### src/rtl/tri_raster_pkg.sv
// Shared types and width helpers for the tri_raster scanline rasteriser.
// Vertex struct fields are sized for the widest legal grid; narrower builds zero-extend.
package tri_raster_pkg;

  localparam int COORD_W_MAX = 8;

  typedef enum logic [2:0] {
    ST_IDLE,
    ST_LOAD1,
    ST_LOAD2,
    ST_SETUP,
    ST_SCAN,
    ST_DONE
  } tri_state_t;

  typedef struct packed {
    logic [COORD_W_MAX-1:0] x;
    logic [COORD_W_MAX-1:0] y;
  } tri_vtx_t;

  function automatic int dlt_w(input int cw);
    return cw + 1;
  endfunction

  function automatic int edge_w(input int cw);
    return 2 * cw + 3;
  endfunction

  function automatic logic [COORD_W_MAX-1:0] min3(input logic [COORD_W_MAX-1:0] a,
                                                  input logic [COORD_W_MAX-1:0] b,
                                                  input logic [COORD_W_MAX-1:0] c);
    logic [COORD_W_MAX-1:0] m;
    m = (a < b) ? a : b;
    return (m < c) ? m : c;
  endfunction

  function automatic logic [COORD_W_MAX-1:0] max3(input logic [COORD_W_MAX-1:0] a,
                                                  input logic [COORD_W_MAX-1:0] b,
                                                  input logic [COORD_W_MAX-1:0] c);
    logic [COORD_W_MAX-1:0] m;
    m = (a > b) ? a : b;
    return (m > c) ? m : c;
  endfunction

endpackage

### src/rtl/tri_raster_edge_eval.sv
// tri_edge_eval: combinational three-edge function for one candidate pixel; zero latency.
// Inside when no edge disagrees in sign, so either winding and boundary pixels pass.
module tri_edge_eval
  import tri_raster_pkg::*;
#(
  parameter int COORD_W = 3
) (
  input  logic [COORD_W-1:0]      i_x,
  input  logic [COORD_W-1:0]      i_y,
  input  logic [2:0][COORD_W-1:0] i_xa,
  input  logic [2:0][COORD_W-1:0] i_ya,
  input  logic [2:0][COORD_W:0]   i_dx,
  input  logic [2:0][COORD_W:0]   i_dy,
  output logic                    o_inside
);

  localparam int DW = dlt_w(COORD_W);
  localparam int EW = edge_w(COORD_W);

  logic signed [DW-1:0] w_ox [3];
  logic signed [DW-1:0] w_oy [3];
  logic signed [EW-1:0] w_e  [3];
  logic                 w_nonneg;
  logic                 w_nonpos;

  always_comb begin
    w_nonneg = 1'b1;
    w_nonpos = 1'b1;
    for (int k = 0; k < 3; k++) begin
      w_ox[k] = $signed({1'b0, i_x}) - $signed({1'b0, i_xa[k]});
      w_oy[k] = $signed({1'b0, i_y}) - $signed({1'b0, i_ya[k]});
      // Operands widened first so the products cannot wrap.
      w_e[k]  = EW'(w_ox[k]) * EW'($signed(i_dy[k])) - EW'(w_oy[k]) * EW'($signed(i_dx[k]));
      if (w_e[k][EW-1]) begin
        w_nonneg = 1'b0;
      end
      if (!w_e[k][EW-1] && (w_e[k] != '0)) begin
        w_nonpos = 1'b0;
      end
    end
  end

  assign o_inside = w_nonneg | w_nonpos;

endmodule

### src/rtl/tri_raster.sv
// tri_raster: scanline triangle rasteriser, first pixel 5 cycles after nt, one candidate/cycle.
// Define TRI_RASTER_OUT_READY_EN for out_rdy backpressure (holds pixel, freezes cursor).
module tri_raster
  import tri_raster_pkg::*;
#(
  parameter int COORD_W = 3
) (
  input  logic               clk,
  input  logic               reset_n,
`ifdef TRI_RASTER_OUT_READY_EN
  input  logic               out_rdy,
`endif
  input  logic               nt,
  input  logic [COORD_W-1:0] xi,
  input  logic [COORD_W-1:0] yi,
  output logic               busy,
  output logic               po,
  output logic [COORD_W-1:0] xo,
  output logic [COORD_W-1:0] yo
);

  localparam int DW = dlt_w(COORD_W);
  localparam int MW = COORD_W_MAX;

  tri_state_t          r_state;
  tri_state_t          w_state_nxt;
  tri_vtx_t            r_v0;
  tri_vtx_t            r_v1;
  tri_vtx_t            r_v2;
  tri_vtx_t            w_vin;
  logic [MW-1:0]       r_xmin;
  logic [MW-1:0]       r_xmax;
  logic [MW-1:0]       r_ymax;
  logic [MW-1:0]       r_cx;
  logic [MW-1:0]       r_cy;
  logic [MW-1:0]       w_xmin;
  logic [MW-1:0]       w_ymin;
  logic [2:0][DW-1:0]  r_dx;
  logic [2:0][DW-1:0]  r_dy;
  logic [2:0][DW-1:0]  w_dx;
  logic [2:0][DW-1:0]  w_dy;
  logic [2:0][COORD_W-1:0] w_xa;
  logic [2:0][COORD_W-1:0] w_ya;
  logic                r_po;
  logic [COORD_W-1:0]  r_xo;
  logic [COORD_W-1:0]  r_yo;
  logic                w_adv;
  logic                w_last;
  logic                w_inside;

`ifdef TRI_RASTER_OUT_READY_EN
  assign w_adv = !r_po || out_rdy;
`else
  assign w_adv = 1'b1;
`endif

  assign w_vin  = '{x: MW'(xi), y: MW'(yi)};
  assign w_last = (r_cx == r_xmax) && (r_cy == r_ymax);
  assign w_xmin = min3(r_v0.x, r_v1.x, r_v2.x);
  assign w_ymin = min3(r_v0.y, r_v1.y, r_v2.y);

  assign w_xa[0] = r_v0.x[COORD_W-1:0];
  assign w_xa[1] = r_v1.x[COORD_W-1:0];
  assign w_xa[2] = r_v2.x[COORD_W-1:0];
  assign w_ya[0] = r_v0.y[COORD_W-1:0];
  assign w_ya[1] = r_v1.y[COORD_W-1:0];
  assign w_ya[2] = r_v2.y[COORD_W-1:0];

  // Edge k runs from vertex k to vertex k+1 (mod 3).
  always_comb begin
    for (int k = 0; k < 3; k++) begin
      w_dx[k] = $signed({1'b0, w_xa[(k+1)%3]}) - $signed({1'b0, w_xa[k]});
      w_dy[k] = $signed({1'b0, w_ya[(k+1)%3]}) - $signed({1'b0, w_ya[k]});
    end
  end

  tri_edge_eval #(
    .COORD_W (COORD_W)
  ) u_edge (
    .i_x      (r_cx[COORD_W-1:0]),
    .i_y      (r_cy[COORD_W-1:0]),
    .i_xa     (w_xa),
    .i_ya     (w_ya),
    .i_dx     (r_dx),
    .i_dy     (r_dy),
    .o_inside (w_inside)
  );

  always_ff @(posedge clk or negedge reset_n) begin
    if (!reset_n) begin
      r_state <= ST_IDLE;
    end else begin
      r_state <= w_state_nxt;
    end
  end

  always_comb begin
    w_state_nxt = r_state;
    case (r_state)
      ST_IDLE:  if (nt) w_state_nxt = ST_LOAD1;
      ST_LOAD1: w_state_nxt = ST_LOAD2;
      ST_LOAD2: w_state_nxt = ST_SETUP;
      ST_SETUP: w_state_nxt = ST_SCAN;
      ST_SCAN:  if (w_adv && w_last) w_state_nxt = ST_DONE;
      ST_DONE:  if (w_adv) w_state_nxt = ST_IDLE;
      default:  w_state_nxt = ST_IDLE;
    endcase
  end

  always_ff @(posedge clk or negedge reset_n) begin
    if (!reset_n) begin
      r_v0   <= '0;
      r_v1   <= '0;
      r_v2   <= '0;
      r_xmin <= '0;
      r_xmax <= '0;
      r_ymax <= '0;
      r_cx   <= '0;
      r_cy   <= '0;
      r_dx   <= '0;
      r_dy   <= '0;
      r_po   <= 1'b0;
      r_xo   <= '0;
      r_yo   <= '0;
    end else begin
      case (r_state)
        ST_IDLE: begin
          if (nt) r_v0 <= w_vin;
        end
        ST_LOAD1: r_v1 <= w_vin;
        ST_LOAD2: r_v2 <= w_vin;
        ST_SETUP: begin
          r_xmin <= w_xmin;
          r_xmax <= max3(r_v0.x, r_v1.x, r_v2.x);
          r_ymax <= max3(r_v0.y, r_v1.y, r_v2.y);
          r_cx   <= w_xmin;
          r_cy   <= w_ymin;
          r_dx   <= w_dx;
          r_dy   <= w_dy;
        end
        ST_SCAN: begin
          if (w_adv) begin
            r_po <= w_inside;
            if (w_inside) begin
              r_xo <= r_cx[COORD_W-1:0];
              r_yo <= r_cy[COORD_W-1:0];
            end
            if (r_cx == r_xmax) begin
              r_cx <= r_xmin;
              r_cy <= r_cy + 1'b1;
            end else begin
              r_cx <= r_cx + 1'b1;
            end
          end
        end
        ST_DONE: begin
          if (w_adv) r_po <= 1'b0;
        end
        default: r_po <= 1'b0;
      endcase
    end
  end

  assign busy = (r_state != ST_IDLE);
  assign po   = r_po;
  assign xo   = r_xo;
  assign yo   = r_yo;

endmodule

### config.mk
export PLATFORM = sky130hd
export DESIGN_NAME = tri_raster
export DESIGN_NICKNAME = d
export VERILOG_FILES = /design/src/rtl/tri_raster_pkg.sv /design/src/rtl/tri_raster_edge_eval.sv /design/src/rtl/tri_raster.sv
export SDC_FILE = /design/constraint.sdc
export NUM_CORES = 1
export LEC_CHECK = 0
export ABC_AREA = 1
export BUFFER_PORTS_ARGS = -buffer_cell sky130_fd_sc_hd__clkbuf_2
export CAP_MARGIN = 20
export CORE_UTILIZATION = 60
export CTS_CLUSTER_SIZE = 28
export DETAILED_ROUTE_END_ITERATION = 8
export PLACE_DENSITY = 0.77
export RECOVER_POWER = 50
export SYNTH_ARGS = -nofsm -noshare
export SYNTH_HDL_FRONTEND = slang
export SYNTH_SLANG_ARGS = --single-unit
export TNS_END_PERCENT = 50
### constraint.sdc
create_clock -name clk -period 10.3 [get_ports clk]
set_clock_uncertainty 0.2 [all_clocks]
set_input_delay 1.545 -clock clk [delete_from_list [all_inputs] [get_ports clk]]
set_output_delay 1.545 -clock clk [all_outputs]
set_load 0.005 [all_outputs]
==> summary.txt <==
Status
  • Status: finished with violations
  • Failing checks: capacitance limit, slew limit

Timing
  • Max Clock Freq: 156 MHz
  • Slew HR: -1.73
  • Least-Margin Pin Slew: 4.09 ns
  • RSZ-0062 raised after global routing: false
  • Final Max Slew Viols: 124
  • Final setup TNS: 0 ns
  • Fin crit share: 0.623
  • Min Tclk post-route: 6.41 ns
  • Final setup fails: 0
  • Fin. Hold Viols: 0

Setup path
  • Worst r2r src: r_cx[0]
  • CP endpoint kind: flip-flop
  • Worst reg2reg path depth: 26
  • Slowest stage delay, CP: 0.52 ns
  • R2r setup slk: 3.89 ns
  • Crit-path max FO: 7
  • Most frequent CP cell: inv_1
  • Critical path's slowest cell: fa_1
  • Buf+Inv Stages, Crit Path: 6
  • Req. time, crit path: 10.32 ns
  • Type of origin of the critical path: flip-flop
  • Critical setup path kind: reg -> reg
  • Critical Path AT: 6.44 ns
  • FF-to-FF End: po
  • CP top delay family: adder cells

Synth
  • Largest family of logic cells by synthesized area: adder cells
  • Cells after Synth: 1197
  • Synth top area share: 0.205
  • Post-Synth XOR/XNOR Area: 0.0587
  • Post-synth net total: 1425
  • Post-Synthesis Cell Area: 0.00940 mm²
  • YS warnings: 0
  • Sequential share of the synthesized area: 0.205
  • Mux share of post-synthesis cell area: 0
  • Syn_area_per_cell: 7.85 µm²
  • Seq cells post-synth: 77
  • Post-Synth Simple-Gate Area: 0.197
  • Count of cell types in the netlist: 40
  • Synth Area in Adders: 0.348
  • Biggest area consumer among synthesized cells: dfrtp_1
  • Synth Area in Compound Gates: 0.0924
  • Synth top area cells: dfrtp_1, ha_1, fa_1

Place
  • Post-DP Area: 0.00970 mm²
  • GP Congestion: 0.938
  • Placed wire-length estimate: 16.1 mm
  • I/O Buffers: 16

Floorplanning
  • Area of the core: 0.0153 mm²
  • Die X: 127 µm
  • Top Ports: 17
  • Cell row count: 45
  • Die height: 127 µm
  • Initial Util: 0.616
  • Die Area: 0.0162 mm²

Finish
  • Area growth syn-to-layout: 6.00%
  • Share of cells above drive strength 1: 0.0394
  • ANT cells: 0
  • Commonest cells after routing, fill and taps aside: inv_1, nand2_1, ha_1
  • Post-layout nets: 1441
  • Fin util: 0.653
  • Design Area, Final: 0.00996 mm²

Min path
  • Hold path depth: 2
  • Hold Crit Class: reg -> reg
  • Hold path startpoint: yo[1]
  • WHS Endpoint: yo[1]

Routing
  • Via-to-Cell Ratio: 5.30
  • Initial drt markers: 512
  • DR pass1 iterations: 5
  • Final ANT Viol Nets: 0
  • DRC: 0
  • Final WL: 19.9 mm
  • Routed WL per cell: 13.9 µm
  • Vias: 7580

Global routing
  • M1 GR Usage: 0.350
  • All-Layer GR Usage: 0.260
  • Met2 Use GR: 0.439
  • Vias in the first global route: 7288
  • Initial antenna violation count: 0
  • Largest net degree at the start of global routing: 78
  • Grt met3 use: 0.0427
  • Wire length of the first global-routing pass: 33.5 mm
  • GR peak layer: met2
  • Gr ovfl total: 0

Clock network
  • CTS Root Cell: clkbuf_16
  • Setup Fix Bufs, Post-CTS: 0
  • Hold-fix buffers, CTS: 0
  • CTS Sinks: 77
  • CTS tree: built
  • Maximum clock path buffer count: 2
  • Clk_lat worst skew: 0.34 ns
  • Clock transition at path regs: 0.06 ns
  • Number of CTS-inserted buffers: 9
  • H-tree depth: 3
  • Post-cts resize count: 0

Flow run
  • Maxcap violations: 2
-- logic make-up after synthesis --
family | Yosys count
flip-flops | 77
adder cells (fa/ha/maj) | 219
AND/OR/NAND/NOR | 435
XOR/XNOR | 63
buffers and inverters | 246
AO/OA/AOI/OAI | 157
-- per-layer routing --
layer / up-vias / share of wire
met1: 3530 / 0.45
met4: 0 / 0.021
met5: - / 0
met3: 27 / 0.059
li1: 3830 / -
met2: 193 / 0.47
-- metrics by stage --
stage | setup WS, ns | std cells | hold WS [ns]
after floorplan | 4.86 | 1197 | 0.265
after global placement | 4.09 | 1413 | 0.262
after detailed placement | 3.94 | 1413 | 0.262
after CTS | 3.90 | 1429 | 0.276
after global routing | 3.60 | 1429 | 0.292
final | 3.89 | 1429 | 0.275
-- worst max-delay path by stage --
| stage | start | to | slack, ns | depth (start not counted) |
|---|---|---|---|---|
| floorplan | r_cy[0] | yo[1] | 4.86 | 29 |
| global placement | r_cx[0] | po | 4.09 | 26 |
| detailed placement | r_cx[0] | po | 3.94 | 26 |
| CTS | r_cx[0] | po | 3.90 | 26 |
| global route | r_cx[0] | po | 3.60 | 26 |
| finish | r_cx[0] | po | 3.89 | 26 |
-- cell type report --
type                    count  area, µm²
inverters                 234        878
clock inverters             6       38.8
well taps                 211        264
flip-flops and latches     77       1930
fillers                  1324       5290
repair buffers             17       81.3
clock buffers              10        239
multi-input cells         874       6540
-- worst reg2reg max path: stages, from the launching register on --
cell	delay [ns]
dfrtp_1	0.46
inv_1	0.28
ha_1	0.20
inv_1	0.06
fa_1	0.37
xnor2_1	0.29
inv_1	0.10
nand2_1	0.09
fa_1	0.44
fa_1	0.51
inv_1	0.06
fa_1	0.52
ha_1	0.18
inv_1	0.06
fa_1	0.39
o21ai_0	0.23
xnor2_1	0.16
xor2_1	0.26
ha_1	0.29
inv_1	0.11
nor3_1	0.07
a22oi_2	0.29
nand2_1	0.24
nand3_2	0.15
nand2_4	0.10
nand2_4	0.12
nand2_1	0.08
-- state kept, by name (all words and copies together), names as in the netlist --
register and cells:
r_dx 12, r_dy 12, r_cx 8, r_cy 8
r_v0 6, r_v1 6, r_v2 6, r_state 3
r_xmax 3, r_xmin 3, r_ymax 3, xo 3
yo 3, po 1
-- cells in the mapped netlist --
cell type	n
inv_1	231
fa_1	71
o22ai_1	6
xnor2_1	32
a21o_1	1
or2_4	1
o211ai_1	7
a31oi_1	2
o21ai_0	74
ha_1	148
nand3_1	56
clkbuf_1	9
buf_2	2
a22oi_2	2
buf_4	1
nand2_2	4
a21oi_2	1
nand2_4	2
nand2_1	232
xor2_1	31
a21oi_1	49
nor2_1	97
or2_2	3
nor2_2	1
nand3b_1	4
nor3_1	13
o221ai_1	1
nand4_1	6
or2_1	3
and3_1	1
inv_2	3
o21ai_1	2
o21bai_1	7
dfrtp_1	77
nor3b_1	1
nand3_2	4
a211oi_1	3
nor2_4	1
o31ai_1	2
and2_1	6
Power is not shown: default switching activity piles up to over one toggle a cycle in this logic, so the estimate is an artifact.
